<file path="src/rtl/seven_segment_pkg.sv">
// Shared seven-segment definitions: active-low glyph table, blank pattern, digit count.
package seven_segment_pkg;

  localparam int unsigned DIGITS  = 4;
  localparam int unsigned SEG_W   = 7;
  localparam int unsigned NIB_W   = 4;
  localparam int unsigned GLYPH_N = 16;

  localparam logic [SEG_W-1:0] BLANK = 7'b1111111;

  // Active-low {g,f,e,d,c,b,a}; index equals the hex value displayed.
  localparam logic [GLYPH_N-1:0][SEG_W-1:0] GLYPHS = {
    7'b0001110, 7'b0000110, 7'b0100001, 7'b1000110,
    7'b0000011, 7'b0001000, 7'b0010000, 7'b0000000,
    7'b1111000, 7'b0000010, 7'b0010010, 7'b0011001,
    7'b0110000, 7'b0100100, 7'b1111001, 7'b1000000
  };

  typedef struct packed {
    logic [DIGITS-1:0] en;
    logic              ca;
    logic [SEG_W-1:0]  pat;
  } seg_sample_t;

endpackage

</file>
<file path="src/rtl/seven_segment_pattern_decoder.sv">
// Combinational lookup of an active-low segment pattern into a hex nibble.
module seven_segment_pattern_decoder
  import seven_segment_pkg::*;
(
  input  logic [SEG_W-1:0] pattern_i,
  output logic [NIB_W-1:0] nibble_o,
  output logic             legal_o,
  output logic             blank_o
);

  always_comb begin
    nibble_o = '0;
    legal_o  = 1'b0;
    blank_o  = (pattern_i == BLANK);
    for (int unsigned i = 0; i < GLYPH_N; i++) begin
      if (pattern_i == GLYPHS[i]) begin
        nibble_o = NIB_W'(i);
        legal_o  = 1'b1;
      end
    end
  end

endmodule

</file>
<file path="src/rtl/seven_segment_scan_decoder.sv">
// Recovers four hex digits from a scanned seven-segment display by sampling
// each strobed digit until it has been stable for STABLE_CYCLES samples.
module seven_segment_scan_decoder
  import seven_segment_pkg::*;
#(
  parameter int unsigned STABLE_CYCLES = 4
) (
  input  logic                    clk,
  input  logic                    reset,
  input  logic [SEG_W-1:0]        seven_segment_number,
  input  logic                    common_anod,
  input  logic [DIGITS-1:0]       digit_enable,
  output logic [DIGITS*NIB_W-1:0] four_bit_number,
  output logic [DIGITS-1:0]       digit_valid,
  output logic                    frame_valid,
  output logic                    pattern_error
);

  localparam int unsigned CNT_W      = 4;
  localparam logic [CNT_W-1:0] CNT_MAX = CNT_W'(STABLE_CYCLES);
  localparam logic [CNT_W-1:0] CNT_PRE = CNT_W'(STABLE_CYCLES - 1);

  seg_sample_t               smp_q, prev_q;
  logic [CNT_W-1:0]          cnt_q, cnt_d;
  logic [DIGITS-1:0]         mask_q, mask_d;
  logic [DIGITS*NIB_W-1:0]   num_q, num_d;
  logic [DIGITS-1:0]         dv_q, dv_d;
  logic                      frame_q, frame_d;
  logic                      err_q, err_d;

  logic [SEG_W-1:0]          norm_c;
  logic [NIB_W-1:0]          nibble_c;
  logic                      legal_c, blank_c, capture_c, onehot_c;

  assign norm_c   = smp_q.ca ? smp_q.pat : ~smp_q.pat;
  assign onehot_c = $onehot(smp_q.en);

  seven_segment_pattern_decoder u_dec (
    .pattern_i (norm_c),
    .nibble_o  (nibble_c),
    .legal_o   (legal_c),
    .blank_o   (blank_c)
  );

  // Stability counting, capture, frame tracking.
  always_comb begin
    cnt_d     = cnt_q;
    mask_d    = mask_q;
    num_d     = num_q;
    dv_d      = dv_q;
    frame_d   = 1'b0;
    err_d     = 1'b0;
    capture_c = 1'b0;

    if (!onehot_c) begin
      cnt_d = '0;
    end else if (smp_q != prev_q) begin
      cnt_d = CNT_W'(1);
    end else if (cnt_q != CNT_MAX) begin
      cnt_d     = cnt_q + CNT_W'(1);
      capture_c = (cnt_q == CNT_PRE);
    end

    // Frame completes the cycle after the mask fills; a same-cycle capture re-seeds it.
    if (mask_q == '1) begin
      frame_d = 1'b1;
      mask_d  = '0;
    end

    for (int unsigned i = 0; i < DIGITS; i++) begin
      if (capture_c && smp_q.en[i]) begin
        mask_d[i] = 1'b1;
        if (legal_c) begin
          num_d[i*NIB_W +: NIB_W] = nibble_c;
          dv_d[i]                 = 1'b1;
        end else begin
          dv_d[i] = 1'b0;
          err_d   = !blank_c;
        end
      end
    end
  end

  always_ff @(posedge clk) begin
    if (reset) begin
      smp_q   <= '0;
      prev_q  <= '0;
      cnt_q   <= '0;
      mask_q  <= '0;
      num_q   <= '0;
      dv_q    <= '0;
      frame_q <= 1'b0;
      err_q   <= 1'b0;
    end else begin
      smp_q   <= seg_sample_t'({digit_enable, common_anod, seven_segment_number});
      prev_q  <= smp_q;
      cnt_q   <= cnt_d;
      mask_q  <= mask_d;
      num_q   <= num_d;
      dv_q    <= dv_d;
      frame_q <= frame_d;
      err_q   <= err_d;
    end
  end

  assign four_bit_number = num_q;
  assign digit_valid     = dv_q;
  assign frame_valid     = frame_q;
  assign pattern_error   = err_q;

endmodule

</file>
<file path="config.mk">
export PLATFORM = sky130hd
export DESIGN_NAME = seven_segment_scan_decoder
export DESIGN_NICKNAME = d
export VERILOG_FILES = /design/src/rtl/seven_segment_pkg.sv /design/src/rtl/seven_segment_pattern_decoder.sv /design/src/rtl/seven_segment_scan_decoder.sv
export SDC_FILE = /design/constraint.sdc
export NUM_CORES = 1
export LEC_CHECK = 0
export BUFFER_PORTS_ARGS = -buffer_cell sky130_fd_sc_hd__buf_2
export CORE_ASPECT_RATIO = 0.5
export CORE_MARGIN = 5
export CORE_UTILIZATION = 50
export DETAILED_ROUTE_END_ITERATION = 8
export GPL_ROUTABILITY_DRIVEN = 0
export PLACE_DENSITY_LB_ADDON = 0.08
export SETUP_SLACK_MARGIN = 0.3
export SLEW_MARGIN = 40
export SYNTH_ARGS = -nofsm -noshare
export SYNTH_HDL_FRONTEND = slang
export SYNTH_SLANG_ARGS = --single-unit
</file>
<file path="constraint.sdc">
create_clock -name clk -period 5.3 [get_ports clk]
set_clock_uncertainty 0.2 [all_clocks]
set_input_delay 0.265 -clock clk [delete_from_list [all_inputs] [get_ports clk]]
set_output_delay 0.265 -clock clk [all_outputs]
set_load 0.01 [all_outputs]
</file>
Word level (Yosys, flattened, before mapping)
Index checks and enable logic that the tools add are counted.
{ "totals": {"register_bits": 54, "input_bits": 14, "word_cells": 118} }
{ "classes": {"addsub": 4, "eq_ne": 21, "n_mux": 52, "bitwise_logic": 2, "n_reduce_logical": 17} }
{ "op_table": {"columns": ["op", "count"], "rows": [
  ["$mux W1", 36],
  ["$mux W4", 9],
  ["$eq A7 B7 Y1 const B", 5],
  ["$eq A7 B5 Y1 const B", 3],
  ["$eq A7 B6 Y1 const B", 3],
  ["$eq A7 B2 Y1 const B", 2],
  ["$eq A7 B4 Y1 const B", 2],
  ["$mux W3", 4],
  ["$ne A12 B12 Y1", 1],
  ["$reduce_bool A2 Y1", 5],
  ["$reduce_and A2 Y1", 4],
  ["$eq A7 B3 Y1 const B", 1],
  ["$logic_not A7 Y1", 1],
  ["$mux W7", 1],
  ["$not A7 Y7", 1],
  ["$add A1 B1 Y2", 2],
  ["$add A4 B1 Y4 const B", 1],
  ["$eq A4 B2 Y1 const B", 1],
  ["$eq A4 B4 Y1 const B", 1],
  ["$logic_and A1 B1 Y1", 4],
  ["$mux W2", 2],
  ["$ne A4 B3 Y1 const B", 1],
  ["$add A2 B2 Y3", 1],
  ["$eq A3 B1 Y1 const B", 1],
  ["4 further kinds", 4]
]} }

Longest topological paths before layout
Gate-level depths: netlist of run 1.
{ "depth": {"word_depth": 27, "depth_mapped": 13} }

Modules after synthesis
Synthesis of run 1 repeated with hierarchy kept, for this count alone.
{ "hier_totals": {"cells_unflattened": 271, "area_unflattened_um2": 2610.0} }
{ "by_module_without_submodules": {"columns": ["module", "n_inst", "cells_each", "area_per_inst_um2", "seq_area_each_um2"], "rows": [
  ["seven_segment_scan_decoder", 1, 221, 2294.7, 1081.0],
  ["seven_segment_pattern_decoder", 1, 50, 315.3, 0.0]
]} }

Worst setup path after synthesis of run 1
OpenSTA, ideal clock, no wires.
{ "synth_path": {"kind": "register to register", "start": "reg smp_q[8] in the netlist's numbering", "end": "reg num_q[0] (netlist: four_bit_number[0])", "setup_time_ns": 0.131, "t_arrival_ns": 3.330, "t_required_ns": 4.969, "slack_ns": 1.639, "stages_incl_launch_ff": 14, "path_cell_list": "dfxtp_1 clkbuf_1 inv_1 fa_1 inv_1 ha_1 ha_1 or3b_1 or4b_1 nor4_4 buf_2 a21boi_1 a41oi_1 o41ai_1"} }
{ "synth_between": {"elab_chain_len": 6, "elab_cells_between_ends": 8, "cone_classes": "add/sub: 2; eq/ne: 2; mux: 2; reduce/logical: 2"} }
{ "synth_lines": {"columns": ["element", "line_no", "rtl"], "rows": [
  ["start, declared", "seven_segment_scan_decoder.sv:23", "seg_sample_t smp_q, prev_q;"],
  ["start signal, assigned", "seven_segment_scan_decoder.sv:95", "smp_q <= seg_sample_t'({digit_enable, common_anod, seven_segment_number});"],
  ["$add A1 B1 Y2 (implied by the code)", "seven_segment_scan_decoder.sv:36", "assign onehot_c = $onehot(smp_q.en);"],
  ["$add A2 B2 Y3 (implied by the code)", "seven_segment_scan_decoder.sv:36", null],
  ["$eq A3 B1 Y1", "seven_segment_scan_decoder.sv:36", null],
  ["$mux W1", "seven_segment_scan_decoder.sv:55", "if (!onehot_c) begin"],
  ["$logic_and A1 B1 Y1 (*)", "seven_segment_scan_decoder.sv:71", "if (capture_c && smp_q.en[i]) begin"],
  ["$reduce_and A2 Y1 (no line) (*)", null, null],
  ["end signal, assigned", "seven_segment_scan_decoder.sv:99", "num_q <= num_d;"],
  ["end, declared", "seven_segment_scan_decoder.sv:26", "logic [DIGITS*NIB_W-1:0] num_q, num_d;"]
]} }
Mark *: on every way between the ends. The rest lies on a longest branch, timed or not.
A chain may end at the register's enable or synchronous reset.

Final worst setup path of run 1
{ "layout_path": {"start": "reg smp_q[8] in the netlist's numbering", "end": "reg num_q[6] (netlist: four_bit_number[6])"} }
{ "layout_between": {"elab_chain_len": 6, "elab_cells_between_ends": 8, "cone_classes": "add/sub: 2; eq/ne: 2; mux: 2; reduce/logical: 2"} }
{ "layout_lines": {"columns": ["element", "line_no"], "rows": [
  ["$add A1 B1 Y2 (implied by the code)", "seven_segment_scan_decoder.sv:36"],
  ["$add A2 B2 Y3 (implied by the code)", "seven_segment_scan_decoder.sv:36"],
  ["$eq A3 B1 Y1", "seven_segment_scan_decoder.sv:36"],
  ["$mux W1 (*)", "seven_segment_scan_decoder.sv:55"],
  ["$logic_and A1 B1 Y1 (*)", "seven_segment_scan_decoder.sv:71"],
  ["$reduce_and A2 Y1 (no line) (*)", null]
]} }
Marks and branches as above.

==> results of run 1 <==
-- per-stage QoR --
step | total power (W) | util, % | setup slack, ns | instances | hold slack [ns]
after floorplan | 0.000515 | - | 1.64 | 323 | 0.193
after global placement | 0.000532 | 54.6 | 1.25 | 403 | 0.246
after detailed placement | 0.000535 | 54.7 | 1.11 | 403 | 0.246
after CTS | 0.000929 | 59.5 | 1.09 | 420 | 0.000262
after global routing | 0.000956 | 59.5 | 0.795 | 420 | 0.0121
final | 0.000920 | 59.5 | 1.09 | 420 | 0.000155
-- worst max path at each step --
stage | from | to | slack [ns] | cells after the start
floorplan | smp_q[8] | four_bit_number[0] | 1.64 | 13
global placement | smp_q[8] | four_bit_number[8] | 1.25 | 10
detailed placement | smp_q[9] | four_bit_number[6] | 1.11 | 11
CTS | smp_q[9] | four_bit_number[6] | 1.09 | 11
global route | smp_q[9] | four_bit_number[6] | 0.80 | 11
finish | smp_q[8] | four_bit_number[6] | 1.09 | 11
-- metal layers --
metal | GRT usage (%) | vias to the layer above | wire length, µm
li1 | - | 1205 | -
met1 | 25.4 | 1089 | 3290
met2 | 26.6 | 75 | 2780
met3 | 5.18 | 6 | 407
met4 | 4.78 | 0 | 50
met5 | 0 | - | 0
-- cells by family after synthesis --
kind of cell / count (synthesis) / share of synthesized area, %
xor gates and xnor gates: 15 / 4.56
DFF: 54 / 37.5
buffers and inverters: 42 / 6.21
adders and majority gates: 5 / 2.43
AOI/OAI and AO/OA: 71 / 19.1
muxes: 11 / 3.86
and+or+nand+nor: 125 / 26.3
-- where the power goes --
part / internal, W / switching (W) / total, W / leakage (nW)
Clock: 0.000238 / 0.000151 / 0.000389 / 0.0875
Sequential: 0.000417 / 0.0000213 / 0.000438 / 0.440
Combinational: 0.0000438 / 0.0000497 / 0.0000935 / 0.653
-- final cells by class --
class,count,area (µm²)
Timing Repair Buffer,45,275
Sequential cell,54,1080
Clock inverter,2,38.8
Inverter,13,48.8
Fill cell,481,2240
Multi-Input combinational cell,227,1620
Clock buffer,6,139
Tap cell,73,91.3
-- sequential cells by signal, indices dropped and copies added (netlist names) --
register / flops
mask_q: 4
four_bit_number: 16
prev_q: 12
cnt_q: 4
digit_valid: 4
smp_q: 12
frame_valid: 1
pattern_error: 1
-- cell usage in the layout (no fill, tap or decap), types with 3 or more instances in the layout --
cell type	instances
a41oi_1	4
xnor2_1	14
nand4b_1	3
nor2_1	19
dfxtp_1	54
o32ai_1	5
nor2b_1	24
a21boi_0	4
mux2i_1	10
nand4_1	10
a311oi_1	5
dlygate4sd3_1	9
inv_1	13
ha_1	4
nand2_1	13
a21oi_1	18
nand3b_1	8
and3_1	3
nor3_1	4
nand3_1	6
o41ai_1	4
o21ai_0	6
buf_2	34
nand2b_1	15
a31oi_2	4
clkbuf_16	5
-- worst register-to-register path, stage by stage (launching register included) --
cell and delay, ns:
dfxtp_1 0.46, inv_1 0.12, fa_1 0.54, inv_1 0.04
ha_1 0.17, ha_1 0.26, or3b_1 0.39, or4b_1 0.57
nor4_4 0.62, nand2_1 0.27, a31oi_2 0.27, mux2i_1 0.23
==> impl_metrics.csv, run 1 <==
group,metric,value,unit
route,drt-pass1-iter-count,4,
synthesis,avgSynthCellArea,8.92,µm²
setup_path,path_cells,"inv_1 > fa_1 > inv_1 > ha_1 > ha_1 > or3b_1 > or4b_1 > nor4_4 > nand2_1 > a31oi_2 > mux2i_1",
clock_tree,cts_sinks,54,
synthesis,synth_cell_type_count,60,
synthesis,synth_common_cells,"dfxtp_1 (54), nor2b_1 (24), nor2_1 (19), a21oi_1 (18), nand2b_1 (15)",
setup_path,rrSetupSlack,1.09,ns
timing,worst_pin_slew,0.792,ns
clock_tree,clockRootBuffer,"clkbuf_16",
floorplan,die_height,63.7,µm
worst_hold_path,hold_depth,2,
place,port_buffers,35,
cells_and_area,diodes,0,
worst_hold_path,whs_endpoint,"smp_q[11]",
clock_tree,clk_path_buf_depth,2,
grt,grt_start_max_net_pins,59,
setup_path,reg2reg_to,"four_bit_number[6]",
grt,overflow,0,
route,viasPerCell,5.65,
synthesis,yosysTopAreaCell,"dfxtp_1",
clock_tree,clk_latency,0.30,ns
synthesis,synth.most_common_cell,"dfxtp_1",
grt,grt_usage,18.0,%
route,detail-route-antenna-nets,0,
grt,grt_pass1_vias,2213,
setup_path,crit_type,"flip-flop to flip-flop",
setup_path,critPathTopFamily,"simple AND/OR/NAND/NOR gates",
floorplan,start_util,52.0,%
timing,fin_crit,4.21,ns
setup_path,crit_path_end_kind,"flip-flop",
route,avgRoutedWirePerCell,15.5,µm
route,wl,6530,µm
clock_tree,postCtsSetupRepairBufs,0,
setup_path,critPathLaunchType,"flip-flop",
power_and_ir_drop,leakagePower,1.18,nW
place,placed_area,3030,µm²
cells_and_area,area_delta_synth_final,14.4,%
floorplan,dieArea,7480,µm²
synthesis,syn_area,2880,µm²
timing,max_freq,238,MHz
route,drtIter0Drc,218,
clock_tree,ctsResizeCount,0,
timing,hold_viol,0,
timing,setup_violations,0,
synthesis,synth_warnings,0,
worst_hold_path,hold_path.class,"input pin to flip-flop",
floorplan,rows,19,
status,status,"complete, no violations",
timing,maxSlewHeadroom,46.8,%
timing,rsz0062_at_grt,"false",
synthesis,synth_edf_count,0,
timing,fin_setup_tns,0,ns
synthesis,synthFlopType,"dfxtp_1",
clock_tree,clkTransAtPathRegs,0.07,ns
synthesis,synth_seq_cells,54,
setup_path,cp_max_fo,17,
run,drv_cap,0,
synthesis,synth_cells,323,
clock_tree,cts_tree,"built",
clock_tree,htree_levels,2,
power_and_ir_drop,cellPowerDensity,279,nW/µm²
setup_path,rr_worst_depth,11,
synthesis,syn_nets,342,
setup_path,crit_path_max_incr_delay,0.62,ns
cells_and_area,stdcell_area,3300,µm²
setup_path,r2r-start,"smp_q[8]",
clock_tree,cts_buffers,5,
power_and_ir_drop,ir_drop,0.175,mV
timing,report.final.slew_viol_count,0,
floorplan,die_w,117,µm
floorplan,core_area,5540,µm²
clock_tree,cts_hold_buf,9,
synthesis,yosys.area.top_type_share,37.5,%
setup_path,critPathSlowestCell,"nor4_4",
grt,grt_antenna_before_repair,0,
setup_path,timing.critical_path.buf_inv,2,
route,drc,0,
setup_path,cp.arrival,4.23,ns
synthesis,ys_seq_area_share,37.5,%
timing,period_share,79.3,%
grt,grt_first_pass_wirelength,11100,µm
worst_hold_path,min-delay-start,"digit_enable[3]",
route,num_vias,2375,
setup_path,required,5.33,ns
cells_and_area,final_layout_size_suffix_gt1_share,17.0,%
place,dp_hpwl,4440,µm
cells_and_area,num-nets-final,365,
synthesis,synth_async_sr_flop_share,0,%
synthesis,synthTopCellsByArea,"dfxtp_1 (38%), nor2b_1 (5.2%), xnor2_1 (4.3%)",
floorplan,io_pins,36,
No activity file was read; power rests on OpenSTA's default activity.
==> inputs of run 2 (changes only) <==
==> constraint.sdc (replaced) <==
create_clock -name clk -period 4.4 [get_ports clk]
set_clock_uncertainty 0.2 [all_clocks]
set_input_delay 0.22 -clock clk [delete_from_list [all_inputs] [get_ports clk]]
set_output_delay 0.22 -clock clk [all_outputs]
set_load 0.01 [all_outputs]
==> impl_metrics.csv, run 2 (synthesis results as in run 1) <==
group,metric,value,unit
clock_tree,htree_levels,2,
grt,grt_start_max_net_pins,59,
floorplan,die_height,63.7,µm
cells_and_area,ff_latch_area,1080,µm²
route,num_vias,2462,
clock_tree,clkTransAtPathRegs,0.07,ns
timing,hold_viol,0,
timing,rsz0062_at_grt,"false",
clock_tree,cts_sinks,54,
clock_tree,cts_tree,"built",
cells_and_area,stdcell_area,3300,µm²
floorplan,start_util,52.0,%
place,placed_area,3040,µm²
route,drt-pass1-iter-count,5,
timing,fin_crit,3.84,ns
setup_path,crit_path_end_kind,"flip-flop",
route,wl,6640,µm
clock_tree,cts_buffers,5,
run,drv_cap,0,
floorplan,rows,19,
route,detail-route-antenna-nets,0,
cells_and_area,multi_input_area,1620,µm²
cells_and_area,area_delta_synth_final,14.6,%
setup_path,cp.arrival,3.86,ns
grt,grt_pass1_vias,2290,
cells_and_area,final_layout_size_suffix_gt1_share,17.1,%
cells_and_area,largest_reg_flops,16,
grt,grt_usage,18.1,%
timing,worst_pin_slew,0.690,ns
clock_tree,clk_path_buf_depth,2,
floorplan,core_area,5540,µm²
floorplan,dieArea,7480,µm²
route,avgRoutedWirePerCell,15.7,µm
place,dp_hpwl,4570,µm
clock_tree,ctsResizeCount,0,
clock_tree,clockRootBuffer,"clkbuf_16",
cells_and_area,layout_commonest_cell,"dfxtp_1",
setup_path,crit_type,"flip-flop to flip-flop",
cells_and_area,diodes,0,
grt,overflow,0,
setup_path,required,4.42,ns
grt,grt_antenna_before_repair,0,
grt,grt_first_pass_wirelength,11300,µm
cells_and_area,num-nets-final,370,
floorplan,die_w,117,µm
timing,report.final.slew_viol_count,0,
power_and_ir_drop,ir_drop,0.186,mV
timing,maxSlewHeadroom,53.9,%
route,drtIter0Drc,253,
setup_path,cp_max_fo,9,
worst_hold_path,hold_path.class,"input pin to flip-flop",
timing,fin_setup_tns,0,ns
worst_hold_path,hold_depth,2,
place,port_buffers,35,
cells_and_area,layout_common_cells,"dfxtp_1 (54), buf_2 (34), nor2b_1 (24)",
floorplan,io_pins,36,
power_and_ir_drop,cellPowerDensity,313,nW/µm²
route,drc,0,
power_and_ir_drop,leakagePower,1.19,nW
setup_path,rr_worst_depth,12,
cells_and_area,num-fill-cells,493,
setup_path,critPathLaunchType,"flip-flop",
timing,setup_violations,0,
cells_and_area,fin_util,59.6,%
timing,max_freq,260,MHz
route,viasPerCell,5.81,
clock_tree,clk_latency,0.29,ns
status,status,"complete, no violations",
timing,period_share,87.3,%
-- run 2: cell count changes in the layout (fill, tap and decap cells not counted), sizes merged --
cell,previous run,this run
bufinv,1,0
dlygate4sd3,9,12
clkinv,0,1
buf,36,38
clkbuf,6,5
-- run 2: where the power goes --
group | internal, W | switching, W | total (W)
clock | 0.000209 | 0.000182 | 0.000392
sequential | 0.000502 | 0.0000271 | 0.000529
combinational | 0.0000545 | 0.0000592 | 0.000114
-- run 2: final timing paths --
check	from	endpoint	slack, ns
setup reg to reg	smp_q[8]	four_bit_number[1]	0.56
hold reg to reg	mask_q[0]	mask_q[0]	0.26
hold / removal	reset	frame_valid	0.19
setup / recovery	smp_q[8]	four_bit_number[1]	0.56
-- run 2: per-stage QoR --
stage | total power (W) | instances | hold WS, ns | worst slack, ns
after floorplan | 0.000620 | 323 | 0.148 | 0.739
after global placement | 0.000641 | 405 | 0.227 | 0.708
after CTS | 0.00104 | 424 | 0.177 | 0.554
final | 0.00103 | 424 | 0.191 | 0.559
after detailed placement | 0.000645 | 405 | 0.232 | 0.575
after global routing | 0.00108 | 424 | 0.230 | 0.339
-- run 2: worst max-delay path, stage by stage (launching register included) --
cell and delay [ns]:
dfxtp_1 0.46, inv_1 0.12, fa_1 0.54, inv_1 0.04, ha_1 0.17, ha_1 0.26
or3b_1 0.39, or4b_1 0.57, nor4_4 0.17, buf_4 0.20, nand2_1 0.16, a31oi_2 0.26
mux2i_1 0.22
-- run 2: final cells by class --
class / instances / share of cell area [%]
multi-input combinational: 227 / 49.1
sequential: 54 / 32.7
timing repair buffer: 50 / 9.70
clock buffer: 5 / 3.79
tap: 73 / 2.77
inverter: 13 / 1.48
clock inverter: 2 / 0.417
-- run 2: layer usage --
| layer | vias up | track usage [%] | share of wire (%) |
|---|---|---|---|
| met4 | 0 | 4.78 | 1.0 |
| met5 | - | 0 | 0 |
| met2 | 90 | 27.5 | 44 |
| met1 | 1147 | 25.3 | 48 |
| li1 | 1218 | - | - |
| met3 | 7 | 4.83 | 6.6 |
-- run 2: what timing repair did --
action,in CTS,in global routing
setup endpoints to repair,0,0
hold buffers,12,0
setup buffers,0,0
hold endpoints to repair,12,0
